<file path="src/rtl/point_multiplier_seq_if.sv">
// Request/response bundle for point_multiplier_seq: start/operands in, busy/done/result out.
`ifndef DATAWIDTH
`define DATAWIDTH 8
`endif

interface point_multiplier_seq_if #(
    parameter int WIDTH = `DATAWIDTH
);
    logic             start;
    logic [WIDTH-1:0] n;
    logic [WIDTH-1:0] Qx;
    logic [WIDTH-1:0] Qy;
    logic             busy;
    logic             done;
    logic [WIDTH-1:0] Rx_out;
    logic [WIDTH-1:0] Ry_out;

    modport master (
        output start, n, Qx, Qy,
        input  busy, done, Rx_out, Ry_out
    );

    modport slave (
        input  start, n, Qx, Qy,
        output busy, done, Rx_out, Ry_out
    );
endinterface

</file>
<file path="src/rtl/point_multiplier_seq.sv">
// Sequential MSB-first double-and-add scalar multiplier sharing one PointAdder,
// plus the combinational affine PointAdder it drives (infinity encoded as (0,0)).
`ifndef DATAWIDTH
`define DATAWIDTH 8
`endif

module PointAdder #(
    parameter int          WIDTH   = `DATAWIDTH,
    parameter int unsigned PRIME   = 17,
    parameter int unsigned CURVE_A = 2
) (
    input  logic [WIDTH-1:0] x1,
    input  logic [WIDTH-1:0] y1,
    input  logic [WIDTH-1:0] x2,
    input  logic [WIDTH-1:0] y2,
    output logic [WIDTH-1:0] x3,
    output logic [WIDTH-1:0] y3
);
    typedef logic [2*WIDTH-1:0] wide_t;

    function automatic logic [WIDTH-1:0] mod_mul(input logic [WIDTH-1:0] a, input logic [WIDTH-1:0] b);
        wide_t p;
        p = wide_t'(a) * wide_t'(b);
        return WIDTH'(p % wide_t'(PRIME));
    endfunction

    function automatic logic [WIDTH-1:0] mod_add(input logic [WIDTH-1:0] a, input logic [WIDTH-1:0] b);
        wide_t s;
        s = wide_t'(a) + wide_t'(b);
        return WIDTH'(s % wide_t'(PRIME));
    endfunction

    function automatic logic [WIDTH-1:0] mod_sub(input logic [WIDTH-1:0] a, input logic [WIDTH-1:0] b);
        wide_t s;
        s = wide_t'(a) + wide_t'(PRIME) - wide_t'(b);
        return WIDTH'(s % wide_t'(PRIME));
    endfunction

    // Fermat inverse a^(p-2); operands are already reduced mod p
    function automatic logic [WIDTH-1:0] mod_inv(input logic [WIDTH-1:0] a);
        logic [WIDTH-1:0] result;
        logic [WIDTH-1:0] base;
        logic [WIDTH-1:0] e;
        result = WIDTH'(1);
        base   = a;
        e      = WIDTH'(PRIME - 2);
        for (int unsigned i = 0; i < WIDTH; i++) begin
            if (e[i]) result = mod_mul(result, base);
            base = mod_mul(base, base);
        end
        return result;
    endfunction

    logic             p1_inf;
    logic             p2_inf;
    logic [WIDTH-1:0] num;
    logic [WIDTH-1:0] den;
    logic [WIDTH-1:0] lam;
    logic [WIDTH-1:0] xr;

    assign p1_inf = (x1 == '0) && (y1 == '0);
    assign p2_inf = (x2 == '0) && (y2 == '0);

    always_comb begin
        x3  = x1;
        y3  = y1;
        num = '0;
        den = '0;
        lam = '0;
        xr  = '0;
        if (p1_inf) begin
            x3 = x2;
            y3 = y2;
        end else if (p2_inf) begin
            x3 = x1;
            y3 = y1;
        end else if ((x1 == x2) && (mod_add(y1, y2) == '0)) begin
            x3 = '0;
            y3 = '0;
        end else begin
            if (x1 == x2) begin
                num = mod_add(mod_mul(WIDTH'(3), mod_mul(x1, x1)), WIDTH'(CURVE_A));
                den = mod_add(y1, y1);
            end else begin
                num = mod_sub(y2, y1);
                den = mod_sub(x2, x1);
            end
            lam = mod_mul(num, mod_inv(den));
            xr  = mod_sub(mod_sub(mod_mul(lam, lam), x1), x2);
            x3  = xr;
            y3  = mod_sub(mod_mul(lam, mod_sub(x1, xr)), y1);
        end
    end
endmodule

module point_multiplier_seq #(
    parameter int WIDTH              = `DATAWIDTH,
    parameter bit SKIP_LEADING_ZEROS = 1'b1
) (
    input logic                   clk,
    input logic                   rst,
    point_multiplier_seq_if.slave bus
);
    localparam int IDXW = (WIDTH > 1) ? $clog2(WIDTH) : 1;

    typedef enum logic [1:0] {IDLE, DBL, ADD, FIN} state_t;

    state_t           state, state_n;
    logic [WIDTH-1:0] r_x, r_y, r_x_n, r_y_n;
    logic [WIDTH-1:0] n_q, qx_q, qy_q;
    logic [WIDTH-1:0] rx_q, ry_q;
    logic [IDXW-1:0]  idx, idx_n, msb_pos;
    logic             load;
    logic [WIDTH-1:0] op_x, op_y, sum_x, sum_y;

    assign op_x = (state == ADD) ? qx_q : r_x;
    assign op_y = (state == ADD) ? qy_q : r_y;

    PointAdder #(.WIDTH(WIDTH)) u_adder (
        .x1(r_x),
        .y1(r_y),
        .x2(op_x),
        .y2(op_y),
        .x3(sum_x),
        .y3(sum_y)
    );

    always_comb begin
        msb_pos = '0;
        for (int unsigned i = 0; i < WIDTH; i++) begin
            if (bus.n[i]) msb_pos = IDXW'(i);
        end
    end

    always_comb begin
        state_n = state;
        idx_n   = idx;
        r_x_n   = r_x;
        r_y_n   = r_y;
        load    = 1'b0;
        case (state)
            IDLE: begin
                if (bus.start) begin
                    load  = 1'b1;
                    r_x_n = '0;
                    r_y_n = '0;
                    if (!SKIP_LEADING_ZEROS) begin
                        idx_n   = IDXW'(WIDTH - 1);
                        state_n = DBL;
                    end else if (bus.n == '0) begin
                        idx_n   = '0;
                        state_n = FIN;
                    end else begin
                        idx_n   = msb_pos;
                        state_n = DBL;
                    end
                end
            end
            DBL: begin
                r_x_n = sum_x;
                r_y_n = sum_y;
                if (n_q[idx]) begin
                    state_n = ADD;
                end else if (idx == '0) begin
                    state_n = FIN;
                end else begin
                    idx_n = idx - 1'b1;
                end
            end
            ADD: begin
                r_x_n = sum_x;
                r_y_n = sum_y;
                if (idx == '0) begin
                    state_n = FIN;
                end else begin
                    idx_n   = idx - 1'b1;
                    state_n = DBL;
                end
            end
            FIN:     state_n = IDLE;
            default: state_n = IDLE;
        endcase
    end

    // Result registers load on entry to FIN so they are already valid while done is high.
    always_ff @(posedge clk) begin
        if (rst) begin
            state <= IDLE;
            idx   <= '0;
            r_x   <= '0;
            r_y   <= '0;
            n_q   <= '0;
            qx_q  <= '0;
            qy_q  <= '0;
            rx_q  <= '0;
            ry_q  <= '0;
        end else begin
            state <= state_n;
            idx   <= idx_n;
            r_x   <= r_x_n;
            r_y   <= r_y_n;
            if (load) begin
                n_q  <= bus.n;
                qx_q <= bus.Qx;
                qy_q <= bus.Qy;
                rx_q <= '0;
                ry_q <= '0;
            end else if ((state_n == FIN) && (state != FIN)) begin
                rx_q <= r_x_n;
                ry_q <= r_y_n;
            end
        end
    end

    assign bus.busy   = (state != IDLE);
    assign bus.done   = (state == FIN);
    assign bus.Rx_out = rx_q;
    assign bus.Ry_out = ry_q;
endmodule

</file>
<file path="src/flat_wrapper.sv">
// flat-port wrapper written by rule: the top's interface ports become plain ports
module point_multiplier_seq_flat 
#(
    parameter int WIDTH              = `DATAWIDTH,
    parameter bit SKIP_LEADING_ZEROS = 1'b1
)
  (clk, rst, bus_start, bus_n, bus_Qx, bus_Qy, bus_busy, bus_done, bus_Rx_out, bus_Ry_out);
  point_multiplier_seq_if #(.WIDTH(WIDTH)) bus_i ();
  input logic clk;
  input logic rst;
  input wire logic [$bits(bus_i.start)-1:0] bus_start;
  input wire logic [$bits(bus_i.n)-1:0] bus_n;
  input wire logic [$bits(bus_i.Qx)-1:0] bus_Qx;
  input wire logic [$bits(bus_i.Qy)-1:0] bus_Qy;
  output wire logic [$bits(bus_i.busy)-1:0] bus_busy;
  output wire logic [$bits(bus_i.done)-1:0] bus_done;
  output wire logic [$bits(bus_i.Rx_out)-1:0] bus_Rx_out;
  output wire logic [$bits(bus_i.Ry_out)-1:0] bus_Ry_out;
  assign bus_i.start = bus_start;
  assign bus_i.n = bus_n;
  assign bus_i.Qx = bus_Qx;
  assign bus_i.Qy = bus_Qy;
  assign bus_busy = bus_i.busy;
  assign bus_done = bus_i.done;
  assign bus_Rx_out = bus_i.Rx_out;
  assign bus_Ry_out = bus_i.Ry_out;
  point_multiplier_seq #(.WIDTH(WIDTH), .SKIP_LEADING_ZEROS(SKIP_LEADING_ZEROS)) u_core (.clk(clk), .rst(rst), .bus(bus_i));
endmodule
</file>
<file path="config.mk">
export PLATFORM = sky130hd
export DESIGN_NAME = point_multiplier_seq_flat
export DESIGN_NICKNAME = d
export VERILOG_FILES = /design/src/rtl/point_multiplier_seq_if.sv /design/src/rtl/point_multiplier_seq.sv /design/src/flat_wrapper.sv
export SDC_FILE = /design/constraint.sdc
export NUM_CORES = 1
export LEC_CHECK = 0
export CAP_MARGIN = 10
export CORE_ASPECT_RATIO = 1.5
export CORE_MARGIN = 2
export CORE_UTILIZATION = 40
export CTS_CLUSTER_DIAMETER = 80
export DETAILED_ROUTE_END_ITERATION = 10
export DONT_BUFFER_PORTS = 1
export PLACE_DENSITY_LB_ADDON = 0.15
export SETUP_SLACK_MARGIN = 0.3
export SLEW_MARGIN = 20
export SYNTH_ARGS = -nofsm -noshare
export SYNTH_HDL_FRONTEND = slang
export SYNTH_SLANG_ARGS = --single-unit
</file>
<file path="constraint.sdc">
create_clock -name clk -period 183.6 [get_ports clk]
set_clock_uncertainty 0.1 [all_clocks]
set_input_delay 27.54 -clock clk [delete_from_list [all_inputs] [get_ports clk]]
set_output_delay 27.54 -clock clk [all_outputs]
set_load 0.02 [all_outputs]
</file>
==> reports/results.tsv <==
stage	metric	value	unit
layout	ant diodes	0	
die	core footprint	126700	µm²
grt	largest net degree at the start of global routing	47	
clock_network	TritonCTS Buffers	9	
status	run status	completed	
logic_synthesis	Simple-Gate Fraction of Synth Area	24.08	%
clock_network	Clock Latency Late Sink	340	ps
logic_synthesis	EDFF count, synth	0	
placement	IO buf count	0	
clock_network	CTS tree	built	
timing	fmax	6.554	MHz
setup_path	Worst R2R Path Depth	644	
setup_path	max incr delay on CP	880	ps
timing	TNS Setup	0	ps
drt	DRT antenna net count	0	
logic_synthesis	Synth area leaders	ha_1, fa_1, xnor2_1	
setup_path	Setup crit end kind	flop	
setup_path	CP Data Arrival Time	152730	ps
setup_path	worst-path fanout max	19	
placement	Placed Instances	8647	
logic_synthesis	top_reg_cell synth	dfxtp_1	
grt	All-Layer GR Usage	21.46	%
drt	Vias	49630	
layout	Final nets	7852	
layout	final std cells w/o fill	8663	
logic_synthesis	post-synthesis sequential area ratio	2.395	%
timing	RSZ-0062 raised after global routing	no	
timing	WHS	350.7	ps
grt	antenna violations before repair	0	
logic_synthesis	ys async rst share	0	%
grt	vias in the first global route	50000	
layout	commonest cells after routing, fill and taps aside	nor2_1, inv_1, nand2_1, ha_1, a21oi_1	
die	# IOs	45	
logic_synthesis	post-synthesis compound-gate area fraction	26.04	%
logic_synthesis	Post-Syn Area	51000	µm²
setup_path	Critical Path Source Type	flop	
grt	first-pass GRT wire length	240100	µm
clock_network	postcts setup bufs	0	
logic_synthesis	Syn Area/Cell	7.258	µm²
clock_network	hold-fix buffers at CTS	0	
logic_synthesis	xor/xnor share of the synthesized area	10.61	%
logic_synthesis	largest family of logic cells by synthesized area	adder cells	
logic_synthesis	yosys warns	0	
clock_network	CTS clk-pin slew, worst paths	60	ps
die	Die Footprint	130400	µm²
timing	Slew headroom	25.36	%
setup_path	required time worst endpoint	183740	ps
setup_path	Worst path slowest cell	nor4_1	
layout	share of layout cells above drive strength 1	6.234	%
job	Max-Cap Viols	0	
timing	Final min period	152590	ps
logic_synthesis	mux contribution to synthesized area	3.793	%
clock_network	post_cts resized	0	
timing	Least-Margin Pin Slew	1116	ps
die	starting density of the core	40.24	%
layout	post-layout util	42.01	%
setup_path	Buf+Inv Stages, Crit Path	58	
layout	Register Area	1221	µm²
logic_synthesis	post-synth cell types	170	
placement	final HPWL from detailed placement	119500	µm
die	Die Y-Extent	441.3	µm
layout	most common cell after layout, fill and taps aside	nor2_1	
logic_synthesis	#FFs+latches synth	61	
setup_path	most used cell, CP	a21oi_1	
clock_network	H-tree depth	3	
layout	Area Overhead vs Synth	4.382	%
worst_hold_path	Hold Crit Depth	2	
drt	DR DRC count	0	
layout	footprint of the multi-input gates	46550	µm²
drt	vias per std cell	5.729	
placement	GPL Wtd Cong	0.9488	
die	Chip Width	295.5	µm
clock_network	CTS sink cnt	61	
grt	total gr overflow	0	
drt	routed len/inst	16.39	µm
die	row count	160	
logic_synthesis	area leader, netlist	ha_1	
clock_network	CTS max path bufs	2	
worst_hold_path	hold crit path type	reg2reg	
setup_path	CP top delay family	compound AO/OA/AOI/OAI gates	
setup_path	CP Class	reg2reg	
setup_path	critical path depth	644	
drt	drt initial violations	2211	
layout	layout filler cell count	13290	
drt	DRT Pass-1 Iters	6	
logic_synthesis	post-synthesis instance total	7026	
logic_synthesis	Adder-Cell Fraction of Synth Area	26.60	%
timing	fin crit share	83.11	%
drt	drt total wl	142000	µm
clock_network	Root Buffer	clkbuf_16	
timing	Final Setup Violations	0	
logic_synthesis	Yosys top cell area share	13.45	%
timing	max-slew violation count	0	
timing	final hold viol count	0	
final cells by class:
class,count,area share (%)
Clock buffer,11,0.4748
Clock inverter,5,0.1105
Inverter,725,5.112
Multi-Input combinational cell,6120,87.45
Sequential cell,61,2.294
Tap cell,1701,3.998
Timing Repair Buffer,40,0.5641
worst reg2reg max path: cells and delay by family (launching register included):
kind	cells	cell delay [ps]
AOI/OAI and AO/OA	232	52510
xor gates and xnor gates	69	20290
adders and majority gates	87	31420
buffers and inverters	58	4550
DFF	1	340
muxes	6	2630
and+or+nand+nor	192	40550
synthesized netlist by cell type (22+ instances only):
| cell | count |
|---|---|
| dfxtp_1 | 61 |
| nor2b_1 | 48 |
| a21o_1 | 103 |
| maj3_1 | 30 |
| a21oi_1 | 457 |
| o21ai_0 | 254 |
| or3_1 | 47 |
| or2_2 | 120 |
| nand3_1 | 177 |
| nor4_1 | 40 |
| inv_1 | 719 |
| and3_1 | 57 |
| o31a_1 | 26 |
| o21ai_1 | 49 |
| o22ai_1 | 45 |
| xor2_1 | 185 |
| nor3_1 | 173 |
| nor2_1 | 937 |
| a22oi_1 | 47 |
| fa_1 | 320 |
| nand2b_1 | 88 |
| or4_1 | 22 |
| xnor2_1 | 414 |
| nand4_1 | 60 |
| nand2_1 | 556 |
| mux2i_1 | 126 |
| a21boi_0 | 25 |
| o21bai_1 | 105 |
| o211ai_1 | 55 |
| o31ai_1 | 57 |
| a211o_1 | 24 |
| mux2_2 | 44 |
| o2111ai_1 | 25 |
| clkbuf_1 | 83 |
| a211oi_1 | 84 |
| and2_1 | 72 |
| ha_1 | 548 |
| a31oi_1 | 78 |
| o21a_1 | 58 |
registers in the layout, indices dropped and copies added (netlist names):
name / flops
u_core.r_x: 8
u_core.idx: 3
u_core.qx_q: 8
u_core.state: 2
u_core.bus.Rx_out: 8
u_core.bus.Ry_out: 8
u_core.qy_q: 8
u_core.n_q: 8
u_core.r_y: 8
kinds of logic after synthesis:
logic type	count (synthesis)
other	2
xor gates and xnor gates	608
muxes	183
AOI/OAI and AO/OA	1868
DFF	61
and+or+nand+nor	2555
buffers and inverters	851
adders and majority gates	898
metal layers:
metal	track usage (%)	routed length (µm)
met5	0	0
met4	6.812	4675
met3	0.9190	2818
met2	43.91	78330
met1	23.11	56170
stage by stage:
step / instance area (µm²) / worst slack, ps
final: 53230 / 31010
after global routing: 53230 / 16660
after CTS: 53220 / 32130
after detailed placement: 52910 / 32760
after global placement: 52910 / 35010
after floorplan: 51020 / 50730
final timing paths:
path                                                  from                                 to  slack, ps
worst max-delay path            u_core.state[0]$_SDFF_PP0_  u_core.bus.Ry_out[7]$_SDFFE_PP0P_      31010
worst min-delay path            u_core.n_q[6]$_SDFFE_PP0P_         u_core.n_q[6]$_SDFFE_PP0P_        350
worst max register to register  u_core.state[0]$_SDFF_PP0_  u_core.bus.Ry_out[7]$_SDFFE_PP0P_      31010
worst min register to register  u_core.n_q[6]$_SDFFE_PP0P_         u_core.n_q[6]$_SDFFE_PP0P_        350
Power is not shown: default switching activity piles up to over one toggle a cycle in this logic, so the estimate is an artifact.
